### config.mk
export PLATFORM = sky130hd
export DESIGN_NAME = ag6502_irq_ctrl_flat
export DESIGN_NICKNAME = d
export VERILOG_FILES = /design/src/rtl/ag6502_irq_ctrl_pkg.sv /design/src/rtl/ag6502_irq_ctrl_if.sv /design/src/rtl/ag6502_irq_sync.sv /design/src/rtl/ag6502_irq_ctrl.sv /design/src/flat_wrapper.sv
export SDC_FILE = /design/constraint.sdc
export NUM_CORES = 1
export LEC_CHECK = 0
export CORE_UTILIZATION = 27
export DETAILED_ROUTE_END_ITERATION = 12
export SLEW_MARGIN = 20
export SYNTH_ARGS = -nofsm -noshare
export SYNTH_HDL_FRONTEND = slang
export SYNTH_HIERARCHICAL = 1
export SYNTH_SLANG_ARGS = --single-unit
### constraint.sdc
create_clock -name phi_0 -period 1.3 [get_ports phi_0]
set_clock_uncertainty 0.05 [all_clocks]
set_input_delay 0.13 -clock phi_0 [delete_from_list [all_inputs] [get_ports phi_0]]
set_output_delay 0.13 -clock phi_0 [all_outputs]
set_load 0.01 [all_outputs]
### src/rtl/ag6502_irq_ctrl_pkg.sv
// rtl/ag6502_irq_ctrl_pkg.sv - register offsets, fixed addresses and priority helper for the ag6502 IRQ controller
package ag6502_irq_ctrl_pkg;

    localparam logic [1:0]  IRQ_REG_PEND = 2'd0;
    localparam logic [1:0]  IRQ_REG_MASK = 2'd1;
    localparam logic [1:0]  IRQ_REG_EDGE = 2'd2;
    localparam logic [1:0]  IRQ_REG_TOP  = 2'd3;

    localparam logic [15:0] NMI_VEC_ADDR = 16'hFFFA;
    localparam logic [15:0] IRQ_VEC_ADDR = 16'hFFFE;
    localparam logic [7:0]  TOP_NONE     = 8'h80;

    // Lowest set bit wins; returns 0 for an all-zero vector (caller checks "any").
    function automatic logic [2:0] lowest_idx(input logic [7:0] v);
        lowest_idx = 3'd0;
        for (int i = 7; i >= 0; i--) begin
            if (v[i]) lowest_idx = 3'(i);
        end
    endfunction

endpackage

### src/rtl/ag6502_irq_ctrl_if.sv
// rtl/ag6502_irq_ctrl_if.sv - CPU-side register bus between the ag6502 core and the IRQ controller
interface ag6502_irq_ctrl_if;
    logic [15:0] ab;
    logic        read;
    logic [7:0]  db_out;
    logic        bus_stb;
    logic [7:0]  rd_data;
    logic        rd_sel;

    modport master (
        output ab, read, db_out, bus_stb,
        input  rd_data, rd_sel
    );

    modport slave (
        input  ab, read, db_out, bus_stb,
        output rd_data, rd_sel
    );
endinterface

### src/rtl/ag6502_irq_sync.sv
// rtl/ag6502_irq_sync.sv - 2-flop synchronizer with a third flop for rising-edge detect
module ag6502_irq_sync (
    input  logic clk,
    input  logic rst,
    input  logic din,
    output logic lvl,
    output logic rise
);
    logic s1, s2, s3;

    always_ff @(posedge clk) begin
        if (!rst) begin
            s1 <= 1'b0;
            s2 <= 1'b0;
            s3 <= 1'b0;
        end else begin
            s1 <= din;
            s2 <= s1;
            s3 <= s2;
        end
    end

    assign lvl  = s2;
    assign rise = s2 & ~s3;
endmodule

### src/rtl/ag6502_irq_ctrl.sv
// rtl/ag6502_irq_ctrl.sv - IRQ/NMI controller for ag6502; AG6502_IRQ_VECTOR_EN adds per-source vector override
module ag6502_irq_ctrl
    import ag6502_irq_ctrl_pkg::*;
#(
    parameter int          NSRC      = 8,
    parameter logic [15:0] BASE_ADDR = 16'hD000,
    parameter logic [15:0] VEC_BASE  = 16'hFF00
) (
    input  logic             phi_0,
    input  logic             rst,
    ag6502_irq_ctrl_if.slave bus,
    input  logic [NSRC-1:0]  src,
    input  logic             nmi_src,
    output logic             irq,
    output logic             nmi
);
    localparam logic [7:0] SRC_VALID = 8'((9'd1 << NSRC) - 9'd1);

    logic [7:0] lvl, rise;
    logic       nmi_rise;

    for (genvar i = 0; i < 8; i++) begin : g_src
        if (i < NSRC) begin : g_on
            ag6502_irq_sync u_sync (
                .clk  (phi_0),
                .rst  (rst),
                .din  (src[i]),
                .lvl  (lvl[i]),
                .rise (rise[i])
            );
        end else begin : g_off
            assign lvl[i]  = 1'b0;
            assign rise[i] = 1'b0;
        end
    end

    ag6502_irq_sync u_nmi_sync (
        .clk  (phi_0),
        .rst  (rst),
        .din  (nmi_src),
        .lvl  (),
        .rise (nmi_rise)
    );

    logic       hit, wr, nmi_clr;
    logic [1:0] off;

    assign hit     = bus.ab[15:2] == BASE_ADDR[15:2];
    assign off     = bus.ab[1:0];
    assign wr      = bus.bus_stb & ~bus.read & hit;
    assign nmi_clr = bus.bus_stb & bus.read & (bus.ab == NMI_VEC_ADDR);

    logic [7:0] pend, mask, edge_sel, pend_next, w1c, active;
    logic       any, nmi_pend;
    logic [2:0] idx;

    assign active = pend & mask;
    assign any    = |active;
    assign idx    = lowest_idx(active);

    // A new edge in the same cycle as its W1C keeps the bit set; level bits ignore W1C.
    always_comb begin
        w1c = 8'h00;
        if (wr && off == IRQ_REG_PEND) w1c = bus.db_out;
        pend_next = ((edge_sel & ((pend & ~w1c) | rise)) | (~edge_sel & lvl)) & SRC_VALID;
    end

    always_ff @(posedge phi_0) begin
        if (!rst) begin
            pend     <= 8'h00;
            mask     <= 8'h00;
            edge_sel <= 8'h00;
            nmi_pend <= 1'b0;
            irq      <= 1'b1;
            nmi      <= 1'b1;
        end else begin
            pend <= pend_next;
            if (wr && off == IRQ_REG_MASK) mask     <= bus.db_out & SRC_VALID;
            if (wr && off == IRQ_REG_EDGE) edge_sel <= bus.db_out & SRC_VALID;
            irq      <= ~any;
            nmi_pend <= nmi_rise | (nmi_pend & ~nmi_clr);
            nmi      <= ~nmi_pend;
        end
    end

`ifdef AG6502_IRQ_VECTOR_EN
    logic vflag;

    // Any strobe re-evaluates vflag, so only a $FFFE fetch with a live request arms the $FFFF override.
    always_ff @(posedge phi_0) begin
        if (!rst) begin
            vflag <= 1'b0;
        end else if (bus.bus_stb) begin
            vflag <= bus.read & (bus.ab == IRQ_VEC_ADDR) & any;
        end
    end
`endif

    logic [7:0] rd_data;
    logic       rd_sel;

    always_comb begin
        rd_data = 8'h00;
        rd_sel  = 1'b0;
        if (bus.read && hit) begin
            rd_sel = 1'b1;
            case (off)
                IRQ_REG_PEND: rd_data = pend;
                IRQ_REG_MASK: rd_data = mask;
                IRQ_REG_EDGE: rd_data = edge_sel;
                default:      rd_data = any ? {5'b00000, idx} : TOP_NONE;
            endcase
        end
`ifdef AG6502_IRQ_VECTOR_EN
        if (bus.read && bus.ab == IRQ_VEC_ADDR && any) begin
            rd_sel  = 1'b1;
            rd_data = VEC_BASE[7:0] + {4'b0000, idx, 1'b0};
        end
        if (bus.read && bus.ab == (IRQ_VEC_ADDR + 16'd1) && vflag) begin
            rd_sel  = 1'b1;
            rd_data = VEC_BASE[15:8];
        end
`endif
    end

    assign bus.rd_data = rd_data;
    assign bus.rd_sel  = rd_sel;
endmodule

### src/flat_wrapper.sv
// flat-port wrapper written by rule: the top's interface ports become plain ports
module ag6502_irq_ctrl_flat import ag6502_irq_ctrl_pkg::*;
#(
    parameter int          NSRC      = 8,
    parameter logic [15:0] BASE_ADDR = 16'hD000,
    parameter logic [15:0] VEC_BASE  = 16'hFF00
)
  (phi_0, rst, src, nmi_src, irq, nmi, bus_ab, bus_read, bus_db_out, bus_bus_stb, bus_rd_data, bus_rd_sel);
  ag6502_irq_ctrl_if bus_i ();
  input  logic phi_0;
  input  logic rst;
  input  logic [NSRC-1:0] src;
  input  logic nmi_src;
  output logic irq;
  output logic nmi;
  input wire logic [$bits(bus_i.ab)-1:0] bus_ab;
  input wire logic [$bits(bus_i.read)-1:0] bus_read;
  input wire logic [$bits(bus_i.db_out)-1:0] bus_db_out;
  input wire logic [$bits(bus_i.bus_stb)-1:0] bus_bus_stb;
  output wire logic [$bits(bus_i.rd_data)-1:0] bus_rd_data;
  output wire logic [$bits(bus_i.rd_sel)-1:0] bus_rd_sel;
  assign bus_i.ab = bus_ab;
  assign bus_i.read = bus_read;
  assign bus_i.db_out = bus_db_out;
  assign bus_i.bus_stb = bus_bus_stb;
  assign bus_rd_data = bus_i.rd_data;
  assign bus_rd_sel = bus_i.rd_sel;
  ag6502_irq_ctrl #(.NSRC(NSRC), .BASE_ADDR(BASE_ADDR), .VEC_BASE(VEC_BASE)) u_core (.phi_0(phi_0), .rst(rst), .bus(bus_i), .src(src), .nmi_src(nmi_src), .irq(irq), .nmi(nmi));
endmodule
Word-level counts from Yosys, hierarchy flattened --
Index checks and enable logic that the tools add are counted.
Operators by class: equality and inequality tests 4, bitwise gates (word level) 36, multiplexer cells 13, reduce and logical (&&, ||, !) cells 6
Operators by type and width (number):
- $and A8 B8 Y8 | 4
- $mux W3 | 8
- $mux W8 | 3
- $pmux W8 S3 | 1
- $eq A16 B16 Y1 const B | 1
- $not A8 Y8 | 2
- $or A8 B8 Y8 | 2
- $and A1 B1 Y1 | 14
- $eq A14 B14 Y1 const B | 1
- $not A1 Y1 | 13
- $reduce_or A8 Y1 | 1
- $logic_and A1 B1 Y1 | 4
- $eq A2 B1 Y1 const B | 1
- $eq A2 B2 Y1 const B | 1
- $logic_not A2 Y1 | 1
- $mux W1 | 1
- $or A1 B1 Y1 | 1
Word-level totals: input bits 37, bits in registers 54

Longest topological paths before layout --
Gate-level depths: netlist of run 1.
depth in word-level cells 12, depth in mapped cells 5, depth with buffers taken out 4

By module --
Netlist of run 1, hierarchy kept.
By module, submodules not included:
- ag6502_irq_ctrl | sequential area each 540.5 µm², area each 1547.7 µm², cells an instance 195, times used 1
- ag6502_irq_sync | sequential area each 60.1 µm², area each 92.6 µm², cells an instance 7, times used 9

Worst setup path after synthesis of run 1 --
Ideal clock, no wire load.
path type input -> output, from input port bus_ab[5], to output port bus_rd_data[0], stages 3, path buffers 0, data arrival time 1.400 ns, data required time 1.120 ns, path slack -0.280 ns, cell sequence nor4_4 -> nand4_1 -> a2111oi_0
Between the ends: word-level cells in the longest chain between the ends 3
Ends and longest elaborated chain:
- start: declaration | line flat_wrapper.sv:16 | input wire logic [$bits(bus_i.ab)-1:0] bus_ab;
- $eq A14 B14 Y1 | line ag6502_irq_ctrl.sv:48 | assign hit = bus.ab[15:2] == BASE_ADDR[15:2];
- $logic_and A1 B1 Y1 | line ag6502_irq_ctrl.sv:105 | if (bus.read && hit) begin
- $mux W8 | line ag6502_irq_ctrl.sv:105
- end: declaration | line flat_wrapper.sv:20 | output wire logic [$bits(bus_i.rd_data)-1:0] bus_rd_data;
No other way between the ends.

Worst setup path after layout of run 1 --
from register u_core.mask[5], to output port bus_rd_data[7]
Between the ends: word-level cells in the longest chain between the ends 5
Ends and longest elaborated chain:
- start: declaration | line ag6502_irq_ctrl.sv:53 | logic [7:0] pend, mask, edge_sel, pend_next, w1c, active;
- start signal: assignment | line ag6502_irq_ctrl.sv:78 | if (wr && off == IRQ_REG_MASK) mask <= bus.db_out & SRC_VALID;
- $and A8 B8 Y8 | line ag6502_irq_ctrl.sv:57 | assign active = pend & mask;
- $reduce_or A8 Y1 | line ag6502_irq_ctrl.sv:58 | assign any = |active;
- $mux W8 | line ag6502_irq_ctrl.sv:111 | default: rd_data = any ? {5'b00000, idx} : TOP_NONE;
- $pmux W8 S3 | line ag6502_irq_ctrl.sv:107 | case (off)
- $mux W8 | line ag6502_irq_ctrl.sv:105
No other way between the ends.

==> results.cfg, run 1 <==
[sta]
max_freq_mhz = 538
min_period_ps = 1860
worstMarginPinSlew_ps = 349
rsz0062_at_grt = yes
setup_slack_ps = -560
hold_viol = 0
relSlewSlack_pct = 76.7
drv_slew = 0
min_period_over_period_pct = 143
tns_ps = -2550
setup_viol = 8

[finish]
seq_area_um2 = 1110
layout-drive-gt1-share_pct = 39.1
fill_cells = 840
area_delta_synth_final_pct = 53.1
final_nets = 404
n_antenna_cell = 0
multi_input_area_um2 = 1330

[power_and_ir_drop]
vdd_ir_drop_max_mv = 0.353
p_comb_share_pct = 11.7
p_clk_share_pct = 32.1
pwr-share-seq_pct = 56.1
leakagePower_nw = 1.48
total_power_w = 0.00305
p_sw_w = 0.000722
cellInternalPower_w = 0.00233
swShare_pct = 23.6
p_per_area_nw_per_um2 = 837

[synthesis]
syn_inst = 258
ys_types = 34
synth_largest_area_cell = dfxtp_1
synth_fp_nets = 295
synth_area_um2 = 2380
synth_top_area_share_pct = 45.4
synthTopCellsByArea = dfxtp_1 (45%), mux2i_1 (8.4%), and2_1 (7.1%), nand2_1 (6.6%), nor2b_4 (5.2%)
avgSynthCellArea_um2 = 9.23
ys_seq_elements = 54
synth_warnings = 6
ys_seq_area_share_pct = 45.4

[clocking]
insertion_delay_ps = 300
htreeDepth = 2
cts_buffers = 5
cts.sinks = 54
ctsHoldBuffers = 0
cts_tree = done
clockBufferDepth = 2
clkTransAtPathRegs_ps = 100
cts_root_buf = clkbuf_8

[grt]
grt_max_degree = 37
antenna_found_initial = 0
grt_pass1_wl_mm = 9.44
grt-ovfl-total = 0
grt_usage_pct = 13.3
grt_pass1_vias = 2054

[outcome]
violations = setup timing
status = finished with violations

[floorplanning]
die_w_um = 95.9
die_area_um2 = 9200
start_util_pct = 28.4
rows = 33
ios = 48
core_area_um2 = 8380
die_h_um = 95.9

[worst_setup_path]
cp_slowest_stage_delay_ps = 370
arrival_ps = 1680
cp-end-kind = output port
crit_type = reg2out
slowest_stage = dfxtp_4
cp_cell_sequence = a22oi_2 > nand4_1 > buf_4 > a21o_1 > a211oi_2 > buf_2
crit_path_max_fanout = 4
worstPathRequired_ps = 1120
startpoint_type = flip-flop

[routing]
first_iter_violations = 102
antenna_left = 0
viasPerCell = 4.56
num_vias = 2158
drc = 0
first_pass_iters = 4
wirelength_mm = 5.82
post_drt_wl_per_cell_um = 12.3

[place]
io_buffers = 47
hpwl_mm = 4.29
gp_congestion = 0.759

[hold_path]
hold_path.class = in2reg

[flow_run]
drv_cap = 0
==> power groups by stage <==
| stage | Clock [W] | Sequential (W) | Combinational (W) |
|---|---|---|---|
| after detailed placement | 0 | 0.00176 | 0.000358 |
| after global placement | 0 | 0.00176 | 0.000353 |
| final | 0.000981 | 0.00171 | 0.000358 |
| after floorplan | 0 | 0.00175 | 0.000132 |
| after CTS | 0.00101 | 0.00172 | 0.000359 |
| after global routing | 0.00108 | 0.00172 | 0.000394 |
==> cell families after synthesis <==
group / Yosys count / synth area share [%]
simple gates: 112 / 29.6
buf+inv: 20 / 3.31
mux: 21 / 8.88
flops: 54 / 45.4
compound gates: 51 / 12.8
==> routing by layer <==
metal | up-vias | wire [um] | track usage [%]
li1 | 1107 | - | -
met1 | 1005 | 2630 | 15.9
met2 | 42 | 2830 | 24.0
met3 | 4 | 315 | 3.00
met4 | 0 | 40 | 2.99
met5 | - | 0 | 0
==> cell usage after synthesis <==
cell type   n
nand2b_1    1
o22ai_1     1
nor3_1      2
a22oi_1     4
nor4b_2     1
mux2i_1    20
and2_1     27
a31oi_1    10
nor2_1     11
nor2b_1     4
mux2_2      1
o21ai_0    16
nor4_4      2
a21oi_1     7
o21ai_1     4
nor3b_2     1
and3_1      2
a211oi_1    4
nor2_4      1
nand4_4     1
buf_1       1
and4b_1     1
nand4_1     5
nand2_1    42
a21o_1      2
a22o_1      1
a2111oi_0   1
clkbuf_1    7
dfxtp_1    54
a32oi_1     1
nor3b_1     2
buf_4       1
nor2b_4     9
inv_1      11
==> layout make-up <==
type,instances,area share [%]
flip-flops and latches,54,30.4
clock buffers,6,2.26
repair buffers,111,25.9
clock inverters,2,0.343
inverters,11,1.13
multi-input cells,184,36.4
well taps,105,3.60
==> sequential cells by signal, summed over array words and instances (netlist names), 8 cells and up <==
register	flops
u_core/edge_sel	8
u_core/g_src.g_on.u_sync/lvl	8
u_core/g_src.g_on.u_sync/s1	8
u_core/g_src.g_on.u_sync/s3	8
u_core/mask	8
u_core/pend	8
==> cells in the final DEF, fill, tap and decap left out, drive strengths merged, types with 6 or more instances in the layout <==
| cell type | Yosys | routed |
|---|---|---|
| a21oi | 7 | 7 |
| a31oi | 10 | 10 |
| and2 | 27 | 27 |
| buf | 2 | 84 |
| clkbuf | 7 | 9 |
| clkdlybuf4s50 | 0 | 17 |
| dfxtp | 54 | 54 |
| inv | 11 | 11 |
| mux2i | 20 | 20 |
| nand2 | 42 | 42 |
| nand4 | 6 | 6 |
| nor2 | 12 | 12 |
| nor2b | 13 | 13 |
| o21ai | 20 | 20 |
==> through the flow <==
step                      hold slack, ps  setup WS [ps]  utilization, %  instances  area (um^2)
after floorplan                      202          -57.0               -        258         2410
after global placement               322           -966            40.7        456         3410
after detailed placement             327          -1010            40.7        456         3410
after CTS                           76.4           -553            42.8        470         3590
after global routing                74.2           -678            43.5        473         3650
final                               76.7           -560            43.5        473         3650
==> repair_timing <==
item                                    in CTS  in global routing
gates resized for setup                    134                 23
pin swaps                                   22                 15
endpoints found under the setup margin      35                 30
buffers inserted                             9                  6
==> worst paths after layout <==
kind / from / end / slack, ps / cells after the start
setup / recovery: u_core/mask[5]$_SDFFE_PN0P_ / bus_rd_data[7] / -560 / 6
hold / removal: rst / u_core/g_src[3].g_on.u_sync/s1$_SDFF_PN0_ / 80 / 2
setup reg to reg: u_core/mask[5]$_SDFFE_PN0P_ / u_core/irq$_SDFF_PN1_ / 170 / 5
hold reg to reg: u_core/nmi_pend$_SDFF_PN0_ / u_core/nmi$_SDFF_PN1_ / 350 / 1
==> worst max-delay path: cells and delay by family, from the launching register on <==
family	cells	cell delay [ps]
buffers and inverters	2	320
and+or+nand+nor	1	140
AOI/OAI and AO/OA	3	540
DFF	1	370
Note: power is estimated with default switching activity, not from simulation.
==> run 2: changes to the inputs <==
--- a/config.mk
+++ b/config.mk
@@ -7,6 +7,8 @@
 export LEC_CHECK = 0
 export CORE_UTILIZATION = 27
 export DETAILED_ROUTE_END_ITERATION = 12
+export DONT_BUFFER_PORTS = 1
+export RECOVER_POWER = 25
 export SLEW_MARGIN = 20
 export SYNTH_ARGS = -nofsm -noshare
 export SYNTH_HDL_FRONTEND = slang
==> run 2 against run 1 <==
The run still ends with setup timing left. Flip-flop and latch count did not move. Critical endpoint unchanged. Clock-buffer cell count did not move. Largest cell class unchanged. Design area fell by 9.6%. Sequential power barely moved. Register-to-register slack got worse by 150 ps. Critical path type unchanged. Combinational power fell by 37%.
==> results.cfg, run 2 (synthesis results as in run 1) <==
[grt]
grt_pass1_vias = 1984
met1_usage_pct = 16.1
grt_usage_pct = 13.5
grt-ovfl-total = 0
grt_pass1_wl_mm = 9.18
grt_use_met2_pct = 23.2
grt-busiest-layer = met2
met3_usage_pct = 3.48
antenna_found_initial = 0
grt_max_degree = 58

[worst_setup_path]
cp-end-kind = output port
crit_type = reg2out
cp_slowest_stage_delay_ps = 370
worstSetupStartpoint = u_core/pend[5]$_SDFF_PN0_
rr_endpoint = u_core/irq$_SDFF_PN1_
crit_end = bus_rd_data[7]
slowest_stage = dfxtp_4
cp_cell_sequence = a22oi_2 > nand4_1 > a21o_1 > a211oi_2 > buf_4
worst-r2r-setup-slack_ps = 20
crit_path_max_fanout = 4
startpoint_type = flip-flop
worstPathRequired_ps = 1120
r2r_start = u_core/pend[5]$_SDFF_PN0_
arrival_ps = 1670
reg2reg_depth = 5

[sta]
tns_ps = -2470
min_period_ps = 1850
relSlewSlack_pct = 76.7
worstMarginPinSlew_ps = 348
hold_slack_ps = 40.5
drv_slew = 0
setup_slack_ps = -552
hold_viol = 0
max_freq_mhz = 540
rsz0062_at_grt = yes
setup_viol = 8
min_period_over_period_pct = 142

[hold_path]
hold_path.class = in2reg

[clocking]
cts_tree = done
cts_buffers = 5
cts_root_buf = clkbuf_8
clkTransAtPathRegs_ps = 90
clockBufferDepth = 2
htreeDepth = 2
insertion_delay_ps = 310
cts.sinks = 54

[routing]
first_iter_violations = 77
wirelength_mm = 5.83
num_vias = 1975
drc = 0
first_pass_iters = 5
viasPerCell = 4.65
post_drt_wl_per_cell_um = 13.7
antenna_left = 0

[floorplanning]
ios = 48
start_util_pct = 28.4
core_area_um2 = 8380
die_area_um2 = 9200
rows = 33
die_w_um = 95.9
die_h_um = 95.9

[finish]
area_delta_synth_final_pct = 38.4
stdcell_count = 425
layout-drive-gt1-share_pct = 29.7
fin_area_um2 = 3300
fill_cells = 816
layout_common_cells = nand2_1 (41), dfxtp_1 (41), buf_4 (36)
n_antenna_cell = 0
final_nets = 357

[place]
io_buffers = 0
hpwl_mm = 3.83
dp_cells = 393
gp_congestion = 0.745
dpl_cell_area_um2 = 2820

[flow_run]
drv_cap = 0

[power_and_ir_drop]
p_per_area_nw_per_um2 = 941
leakagePower_nw = 1.26
vdd_ir_drop_max_mv = 0.554

[outcome]
violations = setup timing
status = finished with violations
-- run 2: cell types whose count changed in the layout (fill, tap and decap cells not counted), moves of 3 or more --
cell,before,now
dlygate4sd2_1,4,0
clkdlybuf4s50_1,17,0
a21oi_1,3,6
o21ai_1,7,4
buf_6,20,5
clkdlybuf4s15_1,3,0
buf_2,15,0
dlygate4sd3_1,0,20
clkbuf_2,3,0
buf_4,47,36
-- run 2: cell type report --
cell class	count	area [um^2]	share of cell area, %
clock buffers	6	82.6	2.51
multi-input cells	184	1320	40.2
inverters	11	41.3	1.25
repair buffers	64	587	17.8
clock inverters	1	30.0	0.911
flip-flops and latches	54	1100	33.4
well taps	105	131	3.99
-- run 2: worst min-delay path by stage --
stage / startpoint / end / depth (start not counted)
after floorplan: rst / u_core/g_src[0].g_on.u_sync/s1$_SDFF_PN0_ / 1
after global placement: rst / u_core/irq$_SDFF_PN1_ / 1
after detailed placement: rst / u_core/irq$_SDFF_PN1_ / 1
after CTS: bus_db_out[2] / u_core/pend[2]$_SDFF_PN0_ / 3
after global routing: bus_db_out[1] / u_core/pend[1]$_SDFF_PN0_ / 3
final: bus_db_out[1] / u_core/pend[1]$_SDFF_PN0_ / 3
-- run 2: power breakdown --
| group | internal (W) | switching (W) | leakage (nW) | total [W] |
|---|---|---|---|---|
| Clock | 0.000617 | 0.000541 | 0.0573 | 0.00116 |
| Combinational | 0.000134 | 0.0000918 | 0.755 | 0.000226 |
| Sequential | 0.00170 | 0.0000230 | 0.447 | 0.00172 |
| Total | 0.00245 | 0.000656 | 1.26 | 0.00310 |
-- run 2: what timing repair did --
action                                  in CTS  in global routing
endpoints found under the setup margin       8                  9
buffers inserted                             2                  4
gates resized for setup                     15                 20
hold endpoints to repair                    54                  0
hold buffers                                21                  0
pin swaps                                   10                 12
-- run 2: worst max-delay path, delay by kind of cell, from the launching register on --
kind,cells,cell delay (ps)
AOI/OAI and AO/OA,3,620
DFF,1,370
and+or+nand+nor,1,230
buffers and inverters,1,150
-- run 2: layer usage --
layer  share of wire (%)  routed length [um]  vias to the layer above
met5                   0                   0                        -
met4                 1.5                  86                        0
met3                 5.1                 298                       10
met2                  49                2850                       53
met1                  44                2590                      907
li1                    -                   -                     1005
-- run 2: through the flow --
step                setup WS (ps)  total power [W]  util (%)
floorplan                   -57.0          0.00188         -
global placement             -201          0.00189      33.7
detailed placement           -219          0.00189      33.7
CTS                          -532          0.00314      38.1
global route                 -622          0.00324      39.3
finish                       -552          0.00310      39.3
